[config.mk]
export PLATFORM = sky130hd
export DESIGN_NAME = mem_port_arbiter
export DESIGN_NICKNAME = d
export VERILOG_FILES = /design/src/rtl/mem_port_arbiter.sv
export SDC_FILE = /design/constraint.sdc
export NUM_CORES = 1
export LEC_CHECK = 0
export ABC_AREA = 1
export CORE_ASPECT_RATIO = 0.8
export CORE_MARGIN = 2
export CORE_UTILIZATION = 33
export DETAILED_ROUTE_END_ITERATION = 12
export PLACE_DENSITY = 0.82
export SLEW_MARGIN = 20
export SYNTH_ARGS = -nofsm -noshare
export SYNTH_HDL_FRONTEND = slang
export SYNTH_SLANG_ARGS = --single-unit
[constraint.sdc]
create_clock -name clk -period 1.8 [get_ports clk]
set_clock_uncertainty 0.2 [all_clocks]
set_input_delay 0.36 -clock clk [delete_from_list [all_inputs] [get_ports clk]]
set_output_delay 0.36 -clock clk [all_outputs]
set_load 0.02 [all_outputs]
[src/rtl/mem_port_arbiter.sv]
// Shares one single-port synchronous SRAM between the fetch port and the load/store port.
// Grants are made in the same cycle as the request, and each read response is routed back to its issuer.
module mem_port_arbiter #(
  parameter int AW           = 16,
  parameter int DW           = 32,
  parameter int MAX_DATA_RUN = 4
) (
  input  logic          clk,
  input  logic          rst_n,
  input  logic          if_req,
  input  logic [AW-1:0] if_addr,
  output logic          if_gnt,
  output logic          if_rvalid,
  output logic [DW-1:0] if_rdata,
  input  logic          d_req,
  input  logic          d_we,
  input  logic [AW-1:0] d_addr,
  input  logic [DW-1:0] d_wdata,
  input  logic [3:0]    d_bmask,
  output logic          d_gnt,
  output logic          d_rvalid,
  output logic [DW-1:0] d_rdata,
  output logic          mem_ce,
  output logic          mem_we,
  output logic [AW-3:0] mem_addr,
  output logic [DW-1:0] mem_wdata,
  output logic [3:0]    mem_bmask,
  input  logic [DW-1:0] mem_rdata,
  output logic          core_stall,
  output logic [31:0]   stall_cnt
);

  typedef enum logic [1:0] {
    RSP_IDLE  = 2'd0,
    RSP_FETCH = 2'd1,
    RSP_DATA  = 2'd2
  } rsp_state_e;

  localparam logic [3:0] RunLimit = 4'(MAX_DATA_RUN);

  rsp_state_e  rsp_q, rsp_d;
  logic [3:0]  data_run_q, data_run_d;
  logic [31:0] stall_cnt_q, stall_cnt_d;
  logic        run_full;

  logic addr_lsb_unused;
  assign addr_lsb_unused = ^{if_addr[1:0], d_addr[1:0]};

  // Grants are forced low while reset is held so every output reads 0 during reset.
  assign run_full   = (data_run_q == RunLimit);
  assign if_gnt     = rst_n & if_req & (~d_req | run_full);
  assign d_gnt      = rst_n & d_req & ~if_gnt;
  assign core_stall = rst_n & ((if_req & ~if_gnt) | (d_req & ~d_gnt));
  assign stall_cnt  = stall_cnt_q;

  always_comb begin
    mem_ce    = if_gnt | d_gnt;
    mem_we    = 1'b0;
    mem_addr  = '0;
    mem_wdata = '0;
    mem_bmask = 4'h0;
    if (if_gnt) begin
      mem_addr  = if_addr[AW-1:2];
      mem_bmask = 4'hF;
    end else if (d_gnt) begin
      mem_we    = d_we;
      mem_addr  = d_addr[AW-1:2];
      mem_wdata = d_wdata;
      mem_bmask = d_bmask;
    end
  end

  always_comb begin
    data_run_d  = data_run_q;
    stall_cnt_d = stall_cnt_q + 32'(core_stall);
    if (!if_req || if_gnt) begin
      data_run_d = 4'd0;
    end else if (d_gnt && !run_full) begin
      data_run_d = data_run_q + 4'd1;
    end
  end

  // The response state only remembers who was granted a read this cycle.
  always_comb begin
    rsp_d = RSP_IDLE;
    if (if_gnt) begin
      rsp_d = RSP_FETCH;
    end else if (d_gnt && !d_we) begin
      rsp_d = RSP_DATA;
    end
  end

  always_comb begin
    if_rvalid = (rsp_q == RSP_FETCH);
    d_rvalid  = (rsp_q == RSP_DATA);
    if_rdata  = if_rvalid ? mem_rdata : '0;
    d_rdata   = d_rvalid  ? mem_rdata : '0;
  end

  always_ff @(posedge clk or negedge rst_n) begin
    if (!rst_n) begin
      rsp_q       <= RSP_IDLE;
      data_run_q  <= 4'd0;
      stall_cnt_q <= 32'd0;
    end else begin
      rsp_q       <= rsp_d;
      data_run_q  <= data_run_d;
      stall_cnt_q <= stall_cnt_d;
    end
  end

endmodule

Word level (Yosys, flattened, before mapping). Index checks and enable logic that the tools add are counted.

Add/subtract/negate cells: 2. Eq/ne operators: 3. Muxes and demuxes: 14. Bitwise gates (word level): 13. Reductions and logical operators: 7.

Operators with widths (number): two-way mux 32 bit (4); adder 32 x 1 -> 32 bit (1); two-way mux 14 bit (2); two-way mux 4 bit (4); AND 1 bit (7); adder 4 x 1 -> 4 bit, second input constant (1); == test 4 x 3 -> 1 bit, second input constant (1); two-way mux 2 bit (2); logical NOT 1 bit (3); NOT 1 bit (3); bitwise OR 1 bit (3); == test 2 x 1 -> 1 bit, second input constant (1); == test 2 bit, second input constant (1); logical AND 1 bit (2); two-way mux 1 bit (2); nonzero test 2 bit (1); logical OR 1 bit (1).

Bits in registers: 38. Bits of input ports: 105. Output and inout bits: 153. Word-level logic and storage cells: 42.

Longest topological paths before layout. Gate-level depths: netlist (run 1).

Word-level depth: 10. Mapped depth: 11.

Worst setup path after synthesis (run 1). No wires, ideal clock.

Kind: input-to-reg. Start point: in d_req. End point: reg stall_cnt_q[26], in the netlist stall_cnt[26]. Arrival time: 1.840 ns. Required time: 1.483 ns. Slack: -0.357 ns. Cell stages on the path: 11. Cells stage by stage: nand2_1 > nor2_1 > ha_1 > ha_1 > nand2_1 > nor2_4 > nand2_2 > nor2_2 > nand2_1 > nand2_1 > nand2_1.

Word-level cells in the longest chain between the ends: 10. Elaborated cells on any way between the ends: 12. Classes of those cells: 1 x add/sub; 11 x bitwise.

RTL lines: from (decl) (line 15) `input logic d_req,`; NOT 1 bit (line 51) `assign if_gnt = rst_n & if_req & (~d_req | run_full);`; bitwise OR 1 bit (line 51); AND 1 bit (line 51); NOT 1 bit (line 52, 53); AND 1 bit (line 52) `assign d_gnt = rst_n & d_req & ~if_gnt;`; NOT 1 bit (line 53) `assign core_stall = rst_n & ((if_req & ~if_gnt) | (d_req & ~d_gnt));`; AND 1 bit (line 53); bitwise OR 1 bit * (line 53); AND 1 bit * (line 53); net core_stall (line 29) `output logic core_stall,`; adder 32 x 1 -> 32 bit * (line 75) `stall_cnt_d = stall_cnt_q + 32'(core_stall);`; net stall_cnt_d[26] (line 43) `logic [31:0] stall_cnt_q, stall_cnt_d;`; to (signal assigned) (line 108) `stall_cnt_q <= stall_cnt_d;`; to (decl) (line 43).

Mark *: on every way through the listed nets, which the timed path passes. The rest lies on a longest branch. A chain may end at the register's enable or synchronous reset.

Final worst setup path (run 1).
Start point: reg data_run_q[0]. End point: reg data_run_q[0].

Word-level cells in the longest chain between the ends: 7. Elaborated cells on any way between the ends: 12. Classes of those cells: 1 x add/sub; 1 x eq/ne; 2 x mux; 4 x bitwise; 4 x reduce/logical.

RTL lines: from (decl) (line 42) `logic [3:0] data_run_q, data_run_d;`; from (signal assigned) (line 107) `data_run_q <= data_run_d;`; == test 4 x 3 -> 1 bit (line 50) `assign run_full = (data_run_q == RunLimit);`; bitwise OR 1 bit (line 51); AND 1 bit (line 51); NOT 1 bit (line 52); AND 1 bit (line 52); logical AND 1 bit (line 78) `end else if (d_gnt && !run_full) begin`; nonzero test 2 bit (no source line).

Parallel ways exist; a longest one is shown, timed or not. The select of a mux whose other input is x is not followed.

==> metrics.cfg, run 1 <==
[outcome]
outcome = finished, violations left
violations = hold timing, setup timing

[worst_setup_path]
worstSetupPathType = reg2reg
regToRegStartpoint = data_run_q[0]$_DFFE_PN0P_
crit_end = data_run_q[0]$_DFFE_PN0P_
rr_worst_depth = 15
arrival_ns = 2.26
path_max_fanout = 2
start_kind = register
r2r_slack_ns = -0.49
setup.worst_path.start = data_run_q[0]$_DFFE_PN0P_
worst_ep_required_time_ns = 1.77
end_kind = register
r2r-end = data_run_q[0]$_DFFE_PN0P_

[cts]
cts_sinks = 38
cts-root-buf = clkbuf_16
cts_tree = done
clk_pin_slew_ns = 0.06
cts_max_level = 2
ctsLongestPathBuffers = 2
worstSkewPairLatency_ns = 0.28
cts_buffers = 5

[synthesis]
synth_top_area_cell = dfrtp_1
ys_async_sr_fraction_pct = 100
netlist_instances = 508
yosysSeqAreaShare_pct = 31.7
synth_top_area_share_pct = 31.7
netlist_area_um2 = 3000
synth_fp_nets = 618
yosys_warnings = 0
synth.most_common_cell = nor2_1
avgSynthCellArea_um2 = 5.90
synthTopCellsByCount = nor2_1 (146), nand2_1 (140), inv_1 (98)
ys_types = 20
yosys_register_bits = 38
synth-edff-count = 0
ys.flop_type = dfrtp_1
synth_area_leaders = dfrtp_1 (32%), nor2_1 (18%), nand2_1 (18%)

[place]
place_congestion = 1.03
placedInstanceArea_um2 = 6250
portBuffers = 253
hpwlAfterDp_mm = 12.2

[final_layout]
syn2layout_area_growth_pct = 159
final_area_um2 = 7760
drive_gt1_share_pct = 46.2
fin_nets = 949

[detailed_routing]
drt-pass1-iter-count = 5
avgRoutedWirePerCell_um = 18.8
met3_wirelength_um = 848
drc = 0
wl_met1_mm = 6.17
wl_mm = 18.0
final_antenna_net_count = 0
route.met2.wl_mm = 9.77
dr_total_vias = 4670
routed_via_density = 4.88
drtIter0Drc = 263
highest_layer = met4

[floorplanning]
design.die.area_um2 = 9870
start_util_pct = 33.5
fp.dieH_um = 89.3
core.rowCount = 31
core_area_um2 = 8960
dieWidth_um = 111
io_pins = 258

[sta]
rsz0062_at_grt = yes
slew_headroom_pct = 66.8
finalSetupViolations = 128
worst_slack_ns = -0.489
max_freq_mhz = 437
slew_viol_final = 0
holdWs_ns = -0.0561
layout_worst_path_cycle_share_pct = 127
period_needed_ns = 2.29
final_hold_viol_count = 38
tightest_slew_ns = 0.499

[pwr]
p_leak_nw = 3.78
worst_ir_drop_vdd_mv = 0.593
cellPowerDensity_nw_per_um2 = 439
total_power_mw = 3.41

[run]
cap_violations = 0

[global_routing]
track_usage_pct = 30.0
grt_pass1_vias = 4246
grt_pass1_wl_mm = 22.7
grt.overflow.total = 0
antenna_found_initial = 1
grt_max_degree = 40

[worst_hold_path]
hp-class = in2async

==> critical path, stage by stage, from the launching register on <==
cell and delay (ns):
dfrtp_1 0.37, inv_2 0.07, buf_4 0.13, buf_4 0.12
buf_4 0.12, buf_4 0.12, buf_4 0.12, buf_4 0.12
buf_4 0.12, buf_4 0.12, buf_4 0.12, buf_4 0.12
buf_6 0.10, buf_6 0.11, nand2_2 0.06, o21ai_2 0.05
==> worst min path at each step <==
stage / start / to / slack [ns] / cells past startpoint
2_1_floorplan: rst_n / data_run_q[0]$_DFFE_PN0P_ / -0.14 / 0
5_1_grt: rst_n / data_run_q[1]$_DFFE_PN0P_ / -0.02 / 2
4_1_cts: rst_n / stall_cnt[22]$_DFF_PN0_ / -0.04 / 2
3_5_place_dp: rst_n / stall_cnt[28]$_DFF_PN0_ / 0.28 / 2
6_report: rst_n / data_run_q[1]$_DFFE_PN0P_ / -0.06 / 2
3_3_place_gp: rst_n / stall_cnt[28]$_DFF_PN0_ / 0.27 / 2
==> registers in the layout, summed over array words and instances (netlist names) <==
signal and flops:
stall_cnt 32, data_run_q 4, rsp_q 2
==> metrics by stage <==
stage / worst slack [ns] / TNS (ns) / utilization (%) / std cells / hold slack [ns]
2_1_floorplan: -0.0519 / -2.11 / - / 508 / -0.136
6_report: -0.489 / -31.61 / 86.6 / 956 / -0.0561
3_5_place_dp: -0.892 / -84.09 / 69.7 / 899 / 0.280
4_1_cts: -0.447 / -23.14 / 75.1 / 938 / -0.0396
3_3_place_gp: -0.842 / -81.05 / 69.7 / 899 / 0.270
5_1_grt: -0.546 / -38.30 / 86.6 / 956 / -0.0161
==> what timing repair did <==
action	CTS	global route
cloned	5	4
resized for setup	701	271
pin swaps	16	21
hold endpoints to repair	38	38
buffers inserted	26	20
endpoints found under the setup margin	181	142
==> cell usage in the layout, fill, tap and decap left out, types with 2 or more instances in the layout <==
cell type,instances
buf_6,134
nand2_1,110
nor2_4,101
clkdlybuf4s50_1,97
inv_1,88
buf_4,58
nor2_1,43
dfrtp_1,38
dlygate4sd2_1,31
nand2_2,24
nand3_1,20
xor2_1,12
nand3_2,9
nor2_2,9
clkbuf_16,9
nand2_4,8
buf_12,7
inv_2,5
inv_4,5
xnor2_1,4
ha_4,4
nand2_8,3
o21ai_0,3
buf_16,3
nand3b_1,2
==> logic make-up (layout without fill, tap and decap cells) <==
group / count (synthesis) / count (layout) / synth area share [%]
and+or+nand+nor: 332 / 332 / 45.2
buffers and inverters: 112 / 444 / 15.4
DFF: 38 / 38 / 31.7
xor gates and xnor gates: 17 / 17 / 4.97
adders and majority gates: 5 / 5 / 2.09
AOI/OAI and AO/OA: 4 / 4 / 0.668
other: 0 / 1 / 0
==> per-layer routing <==
metal  up-vias  global-route usage, %
li1       2137                      -
met1      2218                   31.9
met2       246                   57.8
met3        69                   4.34
met4         0                   18.2
met5         -                      0
==> final cells by class <==
type	instances	area [µm²]
Inverter	99	389
Fill cell	439	1200
Timing Repair Buffer	337	3540
Sequential cell	38	951
Clock buffer	7	143
Tap cell	115	144
Multi-Input combinational cell	358	2590
Antenna cell	1	2.50
Clock inverter	1	5.00
==> where the power goes <==
part / switching, mW / internal (mW) / total (mW)
sequential: 0.0861 / 0.918 / 1.00
clock: 0.337 / 0.549 / 0.886
combinational: 0.802 / 0.716 / 1.52
Power figures use the tool's default switching activity.
==> inputs of run 2 (changes only) <==
--- a/config.mk
+++ b/config.mk
@@ -11,6 +11,7 @@
 export CORE_UTILIZATION = 33
 export DETAILED_ROUTE_END_ITERATION = 12
 export PLACE_DENSITY = 0.82
+export RECOVER_POWER = 100
 export SLEW_MARGIN = 20
 export SYNTH_ARGS = -nofsm -noshare
 export SYNTH_HDL_FRONTEND = slang
==> run 2 against run 1 <==
The flow finishes with violations (setup timing). Sequential power hardly changed. Setup slack got worse by 0.0036 ns. Critical path depth stayed put. Worst hold slack improved by 0.33 ns. Global-route usage is the same. Cell count is the same. Routed wire length shrank 0.29%. Sequential share of layout area increased by 0.083 points. Non-clock buffer count unchanged. Flip-flop and latch count unchanged. First-iteration DRC count rose by 11%. Highest routed layer unchanged.
==> metrics.cfg, run 2 (synthesis gave the netlist of run 1 again) <==
[pwr]
p_clk_share_pct = 26.2
p_leak_nw = 3.75
switching_share_pct = 35.9
worst_ir_drop_vdd_mv = 0.563
switchingPower_mw = 1.22
pwr-share-seq_pct = 29.4
power.internal_mw = 2.17
p_comb_share_pct = 44.4
cellPowerDensity_nw_per_um2 = 440

[place]
hpwlAfterDp_mm = 12.2
portBuffers = 253
place_congestion = 1.03

[floorplanning]
core.rowCount = 31
start_util_pct = 33.5
design.die.area_um2 = 9870
fp.dieH_um = 89.3
dieWidth_um = 111
io_pins = 258
core_area_um2 = 8960

[global_routing]
grt_pass1_vias = 4246
antenna_found_initial = 1
grt.overflow.total = 0
grt_max_degree = 40
grt_pass1_wl_mm = 22.7
track_usage_pct = 30.0

[cts]
ctsLongestPathBuffers = 2
cts-root-buf = clkbuf_16
clk_pin_slew_ns = 0.06
cts_buffers = 5
cts_max_level = 2
cts_tree = done
cts_sinks = 38
worstSkewPairLatency_ns = 0.28

[final_layout]
final_common_cell = buf_6
drive_gt1_share_pct = 45.8
layout_common_cells = buf_6 (133), nand2_1 (110), nor2_4 (101)
register_area_um2 = 951
syn2layout_area_growth_pct = 157
multiInputGateArea_um2 = 2560
fin_nets = 949
largest_register_ffs = 32
fill_cells = 448

[worst_setup_path]
end_kind = register
path_max_fanout = 2
r2r_slack_ns = -0.49
cpMostUsedCell = buf_4
slowest_delay_ns = 0.38
critPathSlowestCell = dfrtp_1
worst_ep_required_time_ns = 1.77
worstSetupPathType = reg2reg
crit_chain = inv_2 -> buf_4 -> buf_4 -> buf_4 -> buf_4 -> buf_4 -> buf_4 -> buf_4 -> buf_4 -> buf_4 -> buf_4 -> buf_6 -> buf_6 -> nand2_2 -> o21ai_2
arrival_ns = 2.27
start_kind = register
setup.worst_path.start = data_run_q[0]$_DFFE_PN0P_
rr_worst_depth = 15
crit_end = data_run_q[0]$_DFFE_PN0P_
regToRegStartpoint = data_run_q[0]$_DFFE_PN0P_
r2r-end = data_run_q[0]$_DFFE_PN0P_

[sta]
rsz0062_at_grt = yes
max_freq_mhz = 436
layout_worst_path_cycle_share_pct = 127
period_needed_ns = 2.29
final_hold_viol_count = 0
slew_viol_final = 0
holdWs_ns = 0.272
timing.setup.tns_ns = -37.61
slew_headroom_pct = 35.3
tightest_slew_ns = 0.970
finalSetupViolations = 150
worst_slack_ns = -0.492

[detailed_routing]
routed_via_density = 4.86
avgRoutedWirePerCell_um = 18.8
wl_mm = 17.9
drtIter0Drc = 291
final_antenna_net_count = 0
dr_total_vias = 4643
drt-pass1-iter-count = 5
drc = 0

[worst_hold_path]
hp-class = in2async

[outcome]
violations = setup timing
outcome = finished, violations left

[run]
cap_violations = 0

## run 2: metrics by stage
step	util, %	std cells	instance area, µm²	power, mW	worst slack, ns
after floorplan	-	508	3360	1.52	-0.0519
final	86.1	956	7710	3.39	-0.492
after global routing	86.1	956	7710	3.49	-0.546
after global placement	69.7	899	6250	2.20	-0.842
after CTS	75.1	938	6730	3.19	-0.447
after detailed placement	69.7	899	6250	2.23	-0.892
## run 2: timing repair
action	4_1_cts	5_1_grt
cloned	5	4
buffers inserted	26	20
setup endpoints to repair	181	142
pin swaps	16	21
endpoints found under the hold margin	38	38
resized for setup	701	271
## run 2: worst max-delay path: cells and delay by family (launching register included)
kind	cells	cell delay, ns
AOI/OAI and AO/OA	1	0.05
buffers and inverters	13	1.49
DFF	1	0.38
and+or+nand+nor	1	0.06
## run 2: per-layer routing
metal / vias up / share of wire, % / global-route usage [%]
met3: 65 / 5.0 / 4.34
met1: 2210 / 34 / 31.9
li1: 2139 / - / -
met2: 229 / 55 / 57.8
met5: - / 0 / 0
met4: 0 / 6.4 / 18.2
## run 2: cell type report
| cell class | count | area share (%) |
|---|---|---|
| Timing Repair Buffer | 337 | 45.5 |
| Multi-Input combinational cell | 358 | 33.3 |
| Antenna cell | 1 | 0.0325 |
| Sequential cell | 38 | 12.3 |
| Clock inverter | 1 | 0.0649 |
| Tap cell | 115 | 1.87 |
| Inverter | 99 | 5.05 |
| Clock buffer | 7 | 1.85 |
## run 2: worst min-delay path by stage
stage                                  from                         to  slack, ns
global route        stall_cnt[15]$_DFF_PN0_    stall_cnt[15]$_DFF_PN0_       0.34
detailed placement                    rst_n    stall_cnt[28]$_DFF_PN0_       0.28
floorplan                             rst_n  data_run_q[0]$_DFFE_PN0P_      -0.14
global placement                      rst_n    stall_cnt[28]$_DFF_PN0_       0.27
CTS                                   rst_n    stall_cnt[22]$_DFF_PN0_      -0.04
finish                                rst_n  data_run_q[1]$_DFFE_PN0P_       0.27
## run 2: power by group through the flow
| stage | clock (mW) | sequential (mW) | combinational, mW |
|---|---|---|---|
| after global placement | 0 | 1.00 | 1.20 |
| after global routing | 0.929 | 1.00 | 1.56 |
| final | 0.890 | 0.995 | 1.51 |
| after CTS | 0.890 | 0.992 | 1.30 |
| after floorplan | 0 | 1.08 | 0.438 |
| after detailed placement | 0 | 1.01 | 1.22 |
